<file path="src/rtl/pipe_ctrl_pkg.sv">
// Shared definitions for the pipeline stall/bubble sequencer.
// Holds the memory-wait FSM encodings, control-level constants and the bundled control word.
package pipe_ctrl_pkg;

    localparam int REG_W = 5;

    typedef enum logic [1:0] {
        PC_ST_IDLE = 2'd0,
        PC_ST_WAIT = 2'd1,
        PC_ST_ERR  = 2'd2
    } pc_state_e;

    localparam logic STALL_YES  = 1'b1;
    localparam logic STALL_NO   = 1'b0;
    localparam logic BUBBLE_YES = 1'b1;
    localparam logic BUBBLE_NO  = 1'b0;

    // Every per-register control emitted in one cycle, plus the dmem request strobe.
    typedef struct packed {
        logic f_stall;
        logic d_stall;
        logic d_bubble;
        logic e_stall;
        logic e_bubble;
        logic m_stall;
        logic w_bubble;
        logic req;
    } ctrl_t;

endpackage

</file>
<file path="src/rtl/pipe_ctrl_hazard.sv">
// Load-use hazard detector: the instruction in D reads the destination of a load sitting in E.
// Purely combinational so the forwarding unit can reuse it.
module pipe_ctrl_hazard
    import pipe_ctrl_pkg::*;
(
    input  logic [REG_W-1:0] rs1,
    input  logic [REG_W-1:0] rs2,
    input  logic             rs1_ren,
    input  logic             rs2_ren,
    input  logic [REG_W-1:0] e_rd,
    input  logic             e_is_load,
    output logic             luse
);

    logic rs1_hit;
    logic rs2_hit;

    assign rs1_hit = rs1_ren && (rs1 == e_rd);
    assign rs2_hit = rs2_ren && (rs2 == e_rd);

    // x0 is never really written, so a load targeting it cannot create a dependency.
    assign luse = e_is_load && (e_rd != '0) && (rs1_hit || rs2_hit);

endmodule

</file>
<file path="src/rtl/pipe_ctrl.sv">
// Central stall/bubble sequencer for regF..regW: load-use, E-stage redirect and dmem waits,
// with a memory-wait timeout FSM and a saturating count of fetch-stall cycles.
module pipe_ctrl
    import pipe_ctrl_pkg::*;
#(
    parameter int TIMEOUT = 255,
    parameter int CNT_W   = 8
) (
    input  logic        clk,
    input  logic        rst,
    input  logic [4:0]  decode_i_rs1,
    input  logic [4:0]  decode_i_rs2,
    input  logic        decode_i_rs1_ren,
    input  logic        decode_i_rs2_ren,
    input  logic [4:0]  regE_i_wb_rd,
    input  logic        regE_i_is_load,
    input  logic        execute_i_redirect,
    input  logic        regM_i_mem_en,
    input  logic        dmem_i_ready,
    output logic        dmem_o_req,
    output logic        regF_o_stall,
    output logic        regD_o_stall,
    output logic        regD_o_bubble,
    output logic        regE_o_stall,
    output logic        regE_o_bubble,
    output logic        regM_o_stall,
    output logic        regW_o_bubble,
    output logic        ctrl_o_timeout,
    output logic [31:0] ctrl_o_stall_cnt
);

    localparam logic [CNT_W-1:0] TIMEOUT_C = CNT_W'(TIMEOUT);

    pc_state_e        state;
    pc_state_e        state_next;
    logic [CNT_W-1:0] wait_cnt;
    logic             timeout_q;
    logic [31:0]      stall_cnt;
    logic             luse;
    logic             flow;
    ctrl_t            ctrl;
    ctrl_t            ctrl_out;

    function automatic logic [31:0] sat_inc(input logic [31:0] v);
        return (v == 32'hFFFF_FFFF) ? v : v + 32'd1;
    endfunction

    pipe_ctrl_hazard u_hazard (
        .rs1       (decode_i_rs1),
        .rs2       (decode_i_rs2),
        .rs1_ren   (decode_i_rs1_ren),
        .rs2_ren   (decode_i_rs2_ren),
        .e_rd      (regE_i_wb_rd),
        .e_is_load (regE_i_is_load),
        .luse      (luse)
    );

    // The pipeline flows normally in IDLE and in the wait cycle where dmem finally answers.
    assign flow = (state == PC_ST_IDLE) || ((state == PC_ST_WAIT) && dmem_i_ready);

    always_comb begin
        state_next = state;
        ctrl       = '0;
        case (state)
            PC_ST_IDLE: begin
                ctrl.req = regM_i_mem_en;
                if (regM_i_mem_en && !dmem_i_ready) begin
                    state_next = PC_ST_WAIT;
                end
            end
            PC_ST_WAIT: begin
                ctrl.req = 1'b1;
                if (dmem_i_ready) begin
                    state_next = PC_ST_IDLE;
                end else begin
                    ctrl.f_stall  = STALL_YES;
                    ctrl.d_stall  = STALL_YES;
                    ctrl.e_stall  = STALL_YES;
                    ctrl.m_stall  = STALL_YES;
                    ctrl.w_bubble = BUBBLE_YES;
                    if (wait_cnt == TIMEOUT_C) begin
                        state_next = PC_ST_ERR;
                    end
                end
            end
            PC_ST_ERR: begin
                ctrl.f_stall  = STALL_YES;
                ctrl.d_stall  = STALL_YES;
                ctrl.e_stall  = STALL_YES;
                ctrl.m_stall  = STALL_YES;
                ctrl.w_bubble = BUBBLE_YES;
            end
            default: begin
                state_next = PC_ST_IDLE;
            end
        endcase

        // Redirect squashes the wrong-path instructions in D and E; it outranks load-use.
        if (flow) begin
            if (execute_i_redirect) begin
                ctrl.d_bubble = BUBBLE_YES;
                ctrl.e_bubble = BUBBLE_YES;
            end else if (luse) begin
                ctrl.f_stall  = STALL_YES;
                ctrl.d_stall  = STALL_YES;
                ctrl.e_bubble = BUBBLE_YES;
            end
        end
    end

    assign ctrl_out = rst ? ctrl : '0;

    always_ff @(posedge clk or negedge rst) begin
        if (!rst) begin
            state     <= PC_ST_IDLE;
            wait_cnt  <= '0;
            timeout_q <= 1'b0;
            stall_cnt <= '0;
        end else begin
            state <= state_next;
            if (state == PC_ST_IDLE) begin
                wait_cnt <= CNT_W'(1);
            end else if ((state == PC_ST_WAIT) && !dmem_i_ready && (wait_cnt != TIMEOUT_C)) begin
                wait_cnt <= wait_cnt + 1'b1;
            end
            if (state_next == PC_ST_ERR) begin
                timeout_q <= 1'b1;
            end
            if (ctrl_out.f_stall) begin
                stall_cnt <= sat_inc(stall_cnt);
            end
        end
    end

    assign dmem_o_req       = ctrl_out.req;
    assign regF_o_stall     = ctrl_out.f_stall;
    assign regD_o_stall     = ctrl_out.d_stall;
    assign regD_o_bubble    = ctrl_out.d_bubble;
    assign regE_o_stall     = ctrl_out.e_stall;
    assign regE_o_bubble    = ctrl_out.e_bubble;
    assign regM_o_stall     = ctrl_out.m_stall;
    assign regW_o_bubble    = ctrl_out.w_bubble;
    assign ctrl_o_timeout   = timeout_q;
    assign ctrl_o_stall_cnt = stall_cnt;

endmodule

</file>
<file path="config.mk">
export PLATFORM = sky130hd
export DESIGN_NAME = pipe_ctrl
export DESIGN_NICKNAME = d
export VERILOG_FILES = /design/src/rtl/pipe_ctrl_pkg.sv /design/src/rtl/pipe_ctrl_hazard.sv /design/src/rtl/pipe_ctrl.sv
export SDC_FILE = /design/constraint.sdc
export NUM_CORES = 1
export LEC_CHECK = 0
export CAP_MARGIN = 10
export CORE_MARGIN = 1.5
export CORE_UTILIZATION = 44
export DETAILED_ROUTE_END_ITERATION = 10
export PLACE_DENSITY = 0.86
export SLEW_MARGIN = 20
export SYNTH_ARGS = -nofsm -noshare
export SYNTH_HDL_FRONTEND = slang
export SYNTH_SLANG_ARGS = --single-unit
</file>
<file path="constraint.sdc">
create_clock -name clk -period 2.2 [get_ports clk]
set_clock_uncertainty 0.05 [all_clocks]
set_input_delay 0.55 -clock clk [delete_from_list [all_inputs] [get_ports clk]]
set_output_delay 0.55 -clock clk [all_outputs]
set_load 0.02 [all_outputs]
</file>
==> results of run 1 <==
cell usage after synthesis (all sizes together) (2+ instances only):
cell type	count	area [µm²]
nand3	13	65.1
ha	6	75.1
nand4	19	119
dfrtp	43	1080
o21ai	4	23.8
o211a	2	20.0
xnor2	30	263
nor3	14	106
or3	3	18.8
clkbuf	2	7.51
nor2b	3	18.8
inv	7	26.3
nand2	23	93.8
and4	2	20.0
a21oi	4	31.3
buf	5	45.0
xor2	16	140
nor2	17	66.3
a31oi	2	27.5
and3	5	41.3
and2	2	15.0
worst register-to-register path, delay by kind of cell, from the launching register on:
kind | cells | cell delay [ps]
buffers and inverters | 1 | 150
adders and majority gates | 1 | 200
xor gates and xnor gates | 1 | 120
AOI/OAI and AO/OA | 1 | 250
DFF | 1 | 380
and+or+nand+nor | 4 | 850
kinds of logic (layout without fill, tap and decap cells):
family / Yosys count / count (layout)
AOI/OAI and AO/OA: 18 / 19
xor gates and xnor gates: 46 / 46
adders and majority gates: 6 / 6
DFF: 43 / 43
buffers and inverters: 14 / 113
and+or+nand+nor: 106 / 106
muxes: 1 / 1
where the power goes:
part,internal (mW),total [mW],switching [mW]
Sequential,0.846,0.908,0.0613
Clock,0.246,0.499,0.252
Combinational,0.254,0.498,0.243
Total,1.35,1.90,0.557
metal layers:
metal | track usage, % | up-vias | part of all wire (%)
met5 | 0 | - | 0
met3 | 4.64 | 4 | 5.0
met1 | 25.6 | 1037 | 41
met4 | 5.93 | 0 | 0.75
met2 | 35.8 | 65 | 54
li1 | - | 1014 | -
flip-flops by register name (all words and copies together) (netlist names):
signal,count
ctrl_o_stall_cnt,32
wait_cnt,8
state,2
ctrl_o_timeout,1
repair_timing:
item,in CTS,in global routing
gates resized for setup,72,25
setup endpoints to repair,40,31
pin swaps,15,14
setup buffers,1,5
gates cloned,1,1
final cells by class:
class | count | area, µm² | area share (%)
multi-input cells | 178 | 1390 | 39.0
flip-flops and latches | 43 | 1080 | 30.2
repair buffers | 99 | 895 | 25.1
well taps | 70 | 87.6 | 2.46
clock buffers | 6 | 82.6 | 2.32
inverters | 7 | 26.3 | 0.738
clock inverters | 1 | 5.00 | 0.141
final timing paths:
path,start,to,slack [ps],depth (start not counted)
setup reg to reg,ctrl_o_stall_cnt[1]$_DFFE_PN0P_,ctrl_o_stall_cnt[24]$_DFFE_PN0P_,70,8
min in group clk,ctrl_o_timeout$_DFFE_PN0N_,ctrl_o_timeout$_DFFE_PN0N_,430,1
hold reg to reg,ctrl_o_timeout$_DFFE_PN0N_,ctrl_o_timeout$_DFFE_PN0N_,430,1
setup / recovery,regE_i_wb_rd[2],regE_o_bubble,-230,6
max in group asynchronous,rst,ctrl_o_stall_cnt[22]$_DFFE_PN0P_,1430,2
hold / removal,rst,wait_cnt[7]$_DFFE_PN0P_,190,2
==> results.md, run 1 <==
- Final WL: 6400 µm
- Fin nets: 363
- Slew @ Worst Pin: 674 ps
- First-pass GRT wire length: 9840 µm
- Minimum clock period: 2430 ps
- Register clock-pin slew on the reported worst setup and hold paths: 80 ps
- CTS tree: built
- Overall Global Routing Usage: 20.6%
- Seq/Total Area, Yosys: 44.9%
- H-tree Lvls: 2
- Main synth FF type: dfrtp_1
- Worst relative slew slack: 54.9%
- CP delay by family, top: simple AND/OR/NAND/NOR gates
- RSZ-0062 raised after global routing: yes
- First-pass detailed-route iteration total: 5
- Largest net degree at the start of global routing: 39
- Core Area: 5170 µm²
- Crit path max fanout: 3
- Arr. time, crit path: 1830 ps
- Max incr delay on CP: 540 ps
- Worst-case vdd ir drop: 0.626 mV
- GR Overflow Total: 0
- Vias per cell: 5.25
- Area after DPL: 3310 µm²
- N_diodes: 0
- Synth async-reset ratio: 100%
- Type of the tightest min-delay check: input pin to async pin
- Post-Synth XOR/XNOR Area: 16.8%
- Worst slack, placed: -909 ps
- # port buffers: 63
- Site Rows: 26
- Max Cap Viol: 0
- Crit share post-route: 110%
- Clock sinks: 43
- CP Capture Type: primary output
- Post-synth cell types: 44
- WP data required: 1600 ps
- CP Launch Type: input pin
- Ys Warns: 0
- Worst-case clock buffer depth: 2
- Root buf cell: clkbuf_8
- Areal power density over the cells: 535 nW/µm²
- Max-slew violations: 0
- Buf/Inv on CP: 2
- CP most frequent cell: buf_6
- Finished Core Util: 68.8%
- Post-route DRC: 0
- Failing checks: negative setup slack
- Finished Layout Cells: 404
- Post-Syn Area: 2400 µm²
- Fmax achieved: 412 MHz
- Final hold vios: 0
- Die Wd: 76.8 µm
- Vias in the first global route: 2131
- Avg Inst Size Synth: 10.3 µm²
- Worst path cell trace: buf_6 > or4_4 > o21ai_4 > nor2b_1 > o211a_1 > buf_6
- Post-DP HPWL: 4240 µm
- Syn nets: 263
- Antenna-violating nets left: 0
- Chip height: 76.8 µm
- Most common cell after layout, fill and taps aside: dfrtp_1
- Mux share of post-synthesis cell area: 0.417%
- Die ar.: 5900 µm²
- Hold Buf Count CTS: 0
- Setup TNS: -604 ps
- Layout cells sized above 1: 28.4%
- Most frequent cells in the layout: dfrtp_1, clkdlybuf4s50_1, buf_4
- Starting Density: 46.4%
- Synth Area in Adders: 3.13%
- Clock Latency Late Sink: 290 ps
- Setup violators final: 3
- Fillers: 377
- I/O Pins: 64
- Total power: 1.90 mW
- Critical path's slowest cell: or4_4
- Syn-to-layout area delta: 48.4%
- Cells after DPL: 390
- Detailed-route via count: 2120
- Final RePlAce weighted congestion: 0.794
- Post-Syn Instances: 234
- Leak Pwr: 1.61 nW
- Critical path class: input pin to primary output
- Simple-gate share of the synthesized area: 24.9%
- Initial drt markers: 107
- Num CTS Buffers: 5
- Finished Cell Area: 3560 µm²
- Compound-cell area share of the yosys netlist: 6.57%
- EDFF count, synth: 0
- Hold Slack: 191 ps
- Initial antenna violation count: 0
- Status: finished, violations left
- Post-synthesis register bit count: 43
- Largest family of logic cells by synthesized area: simple AND/OR/NAND/NOR gates
- Final setup margin: -230 ps
- WL/cell: 15.8 µm
Power figures use the tool's default switching activity.
==> run 2: changes to the inputs <==
CAP_MARGIN = 20   (was 10)
==> results of run 2 <==
Final layout, timing and power as in run 1 (identical DEF).
==> run 3: changes to the inputs <==
MAX_ROUTING_LAYER = met4   (was default)
==> run 3 against run 2 <==
- the flow still finishes with violations (negative setup slack)
- global-route usage rose by 0.59 points
- setup slack about the same
- count of clock-buffer cells in the layout unchanged
- register-to-register slack barely moved
- routed wire length about the same
- combinational power hardly changed
- non-clock buffer count unchanged
- flip-flop and latch count unchanged
- critical path type unchanged
==> results.md, run 3 (synthesis results as in run 1) <==
- Status: finished, violations left
- Failing checks: negative setup slack
- Register clock-pin slew on the reported worst setup and hold paths: 80 ps
- Final RePlAce weighted congestion: 0.805
- Worst-case clock buffer depth: 2
- Vias in the first global route: 2131
- Post-route DRC: 0
- # port buffers: 63
- Minimum clock period: 2430 ps
- Finished Cell Area: 3560 µm²
- Initial drt markers: 89
- Antenna-violating nets left: 0
- Fin nets: 363
- Max incr delay on CP: 540 ps
- Layout cells sized above 1: 28.4%
- Arr. time, crit path: 1830 ps
- Initial antenna violation count: 0
- Crit share post-route: 110%
- Number of flip-flops in the largest register: 32
- Num CTS Buffers: 5
- Starting Density: 46.4%
- Most common cell after layout, fill and taps aside: dfrtp_1
- Max-slew violations: 0
- I/O Pins: 64
- Setup violators final: 3
- Clock Latency Late Sink: 290 ps
- Clock sinks: 43
- Hold Buf Count CTS: 0
- GR Overflow Total: 0
- Chip height: 76.8 µm
- CTS tree: built
- Crit path from: regE_i_wb_rd[2]
- Core Area: 5170 µm²
- Critical path class: input pin to primary output
- Reg2reg end: ctrl_o_stall_cnt[24]$_DFFE_PN0P_
- Type of the tightest min-delay check: input pin to async pin
- Depth of the worst register-to-register path: 8
- Slew @ Worst Pin: 670 ps
- N_diodes: 0
- Die Wd: 76.8 µm
- Fmax achieved: 412 MHz
- Crit path max fanout: 3
- CP Capture Type: primary output
- CP most frequent cell: buf_6
- Die ar.: 5900 µm²
- WL/cell: 15.8 µm
- Most frequent cells in the layout: dfrtp_1, clkdlybuf4s50_1, buf_4
- Final setup margin: -230 ps
- Detailed-route via count: 2125
- RSZ-0062 raised after global routing: yes
- FF-to-FF setup slack: 70 ps
- WP data required: 1600 ps
- Hold Slack: 189 ps
- First-pass detailed-route iteration total: 4
- Worst relative slew slack: 55.1%
- Root buf cell: clkbuf_8
- Syn-to-layout area delta: 48.4%
- Area after DPL: 3310 µm²
- Largest net degree at the start of global routing: 39
- Worst slack, placed: -909 ps
- Setup TNS: -607 ps
- First-pass GRT wire length: 9830 µm
- Met3 Use GR: 4.40%
- Max Cap Viol: 0
- GRT met1 Usage: 25.7%
- Crit path to: regE_o_bubble
- Final WL: 6390 µm
- Overall Global Routing Usage: 21.2%
- H-tree Lvls: 2
- Gr busiest metal: met2
- Worst-case vdd ir drop: 0.628 mV
- R2r startpoint: ctrl_o_stall_cnt[1]$_DFFE_PN0P_
- Met2 Use GR: 35.8%
- CP Launch Type: input pin
- Site Rows: 26
- Post-DP HPWL: 4240 µm
- Critical path's slowest cell: or4_4
- Areal power density over the cells: 536 nW/µm²
- Vias per cell: 5.26
- Final hold vios: 0
- Leak Pwr: 1.61 nW
- Worst path cell trace: buf_6 > or4_4 > o21ai_4 > nor2b_1 > o211a_1 > buf_6
- Total power: 1.91 mW
==> run 3: cell counts in the layout (fill, tap and decap cells not counted) <==
Identical to the previous run, type by type.
==> run 3: metal layers <==
metal,wire [µm],vias to the layer above,part of all wire (%)
li1,-,1012,-
met4,48,0,0.75
met5,0,-,0
met1,2590,1046,41
met3,318,4,5.0
met2,3440,63,54
==> run 3: stage by stage <==
step                utilization (%)  instances
floorplan                         -        234
global placement               64.0        390
detailed placement             64.0        390
CTS                            65.7        399
global route                   68.8        404
finish                         68.8        404
==> run 3: power by group <==
group | internal (mW) | switching, mW | total [mW]
Clock | 0.246 | 0.256 | 0.502
Sequential | 0.846 | 0.0618 | 0.908
Combinational | 0.254 | 0.243 | 0.497
==> run 3: worst min path at each step <==
stage	from	to	slack [ps]	cells after the start
final	rst	wait_cnt[7]$_DFFE_PN0P_	190	2
after global routing	rst	wait_cnt[7]$_DFFE_PN0P_	180	2
after CTS	rst	wait_cnt[7]$_DFFE_PN0P_	180	2
after detailed placement	ctrl_o_timeout$_DFFE_PN0N_	ctrl_o_timeout$_DFFE_PN0N_	410	1
after global placement	ctrl_o_timeout$_DFFE_PN0N_	ctrl_o_timeout$_DFFE_PN0N_	410	1
after floorplan	rst	ctrl_o_stall_cnt[0]$_DFFE_PN0P_	200	0
==> run 3: cell type report <==
class | instances | area, µm²
Sequential cell | 43 | 1080
Multi-Input combinational cell | 178 | 1390
Clock buffer | 6 | 82.6
Timing Repair Buffer | 99 | 895
Tap cell | 70 | 87.6
Clock inverter | 1 | 5.00
Inverter | 7 | 26.3
Fill cell | 377 | 1610
==> run 3: what timing repair did <==
item | CTS | global route
gates resized for setup | 72 | 25
cloned | 1 | 1
endpoints found under the setup margin | 40 | 31
pin swaps | 15 | 14
setup buffers | 1 | 5
==> run 3: worst max-delay path: cells and delay by family <==
kind / cells / cell delay (ps)
buffers and inverters: 2 / 220
AO/OA/AOI/OAI: 2 / 420
AND/OR/NAND/NOR: 2 / 630
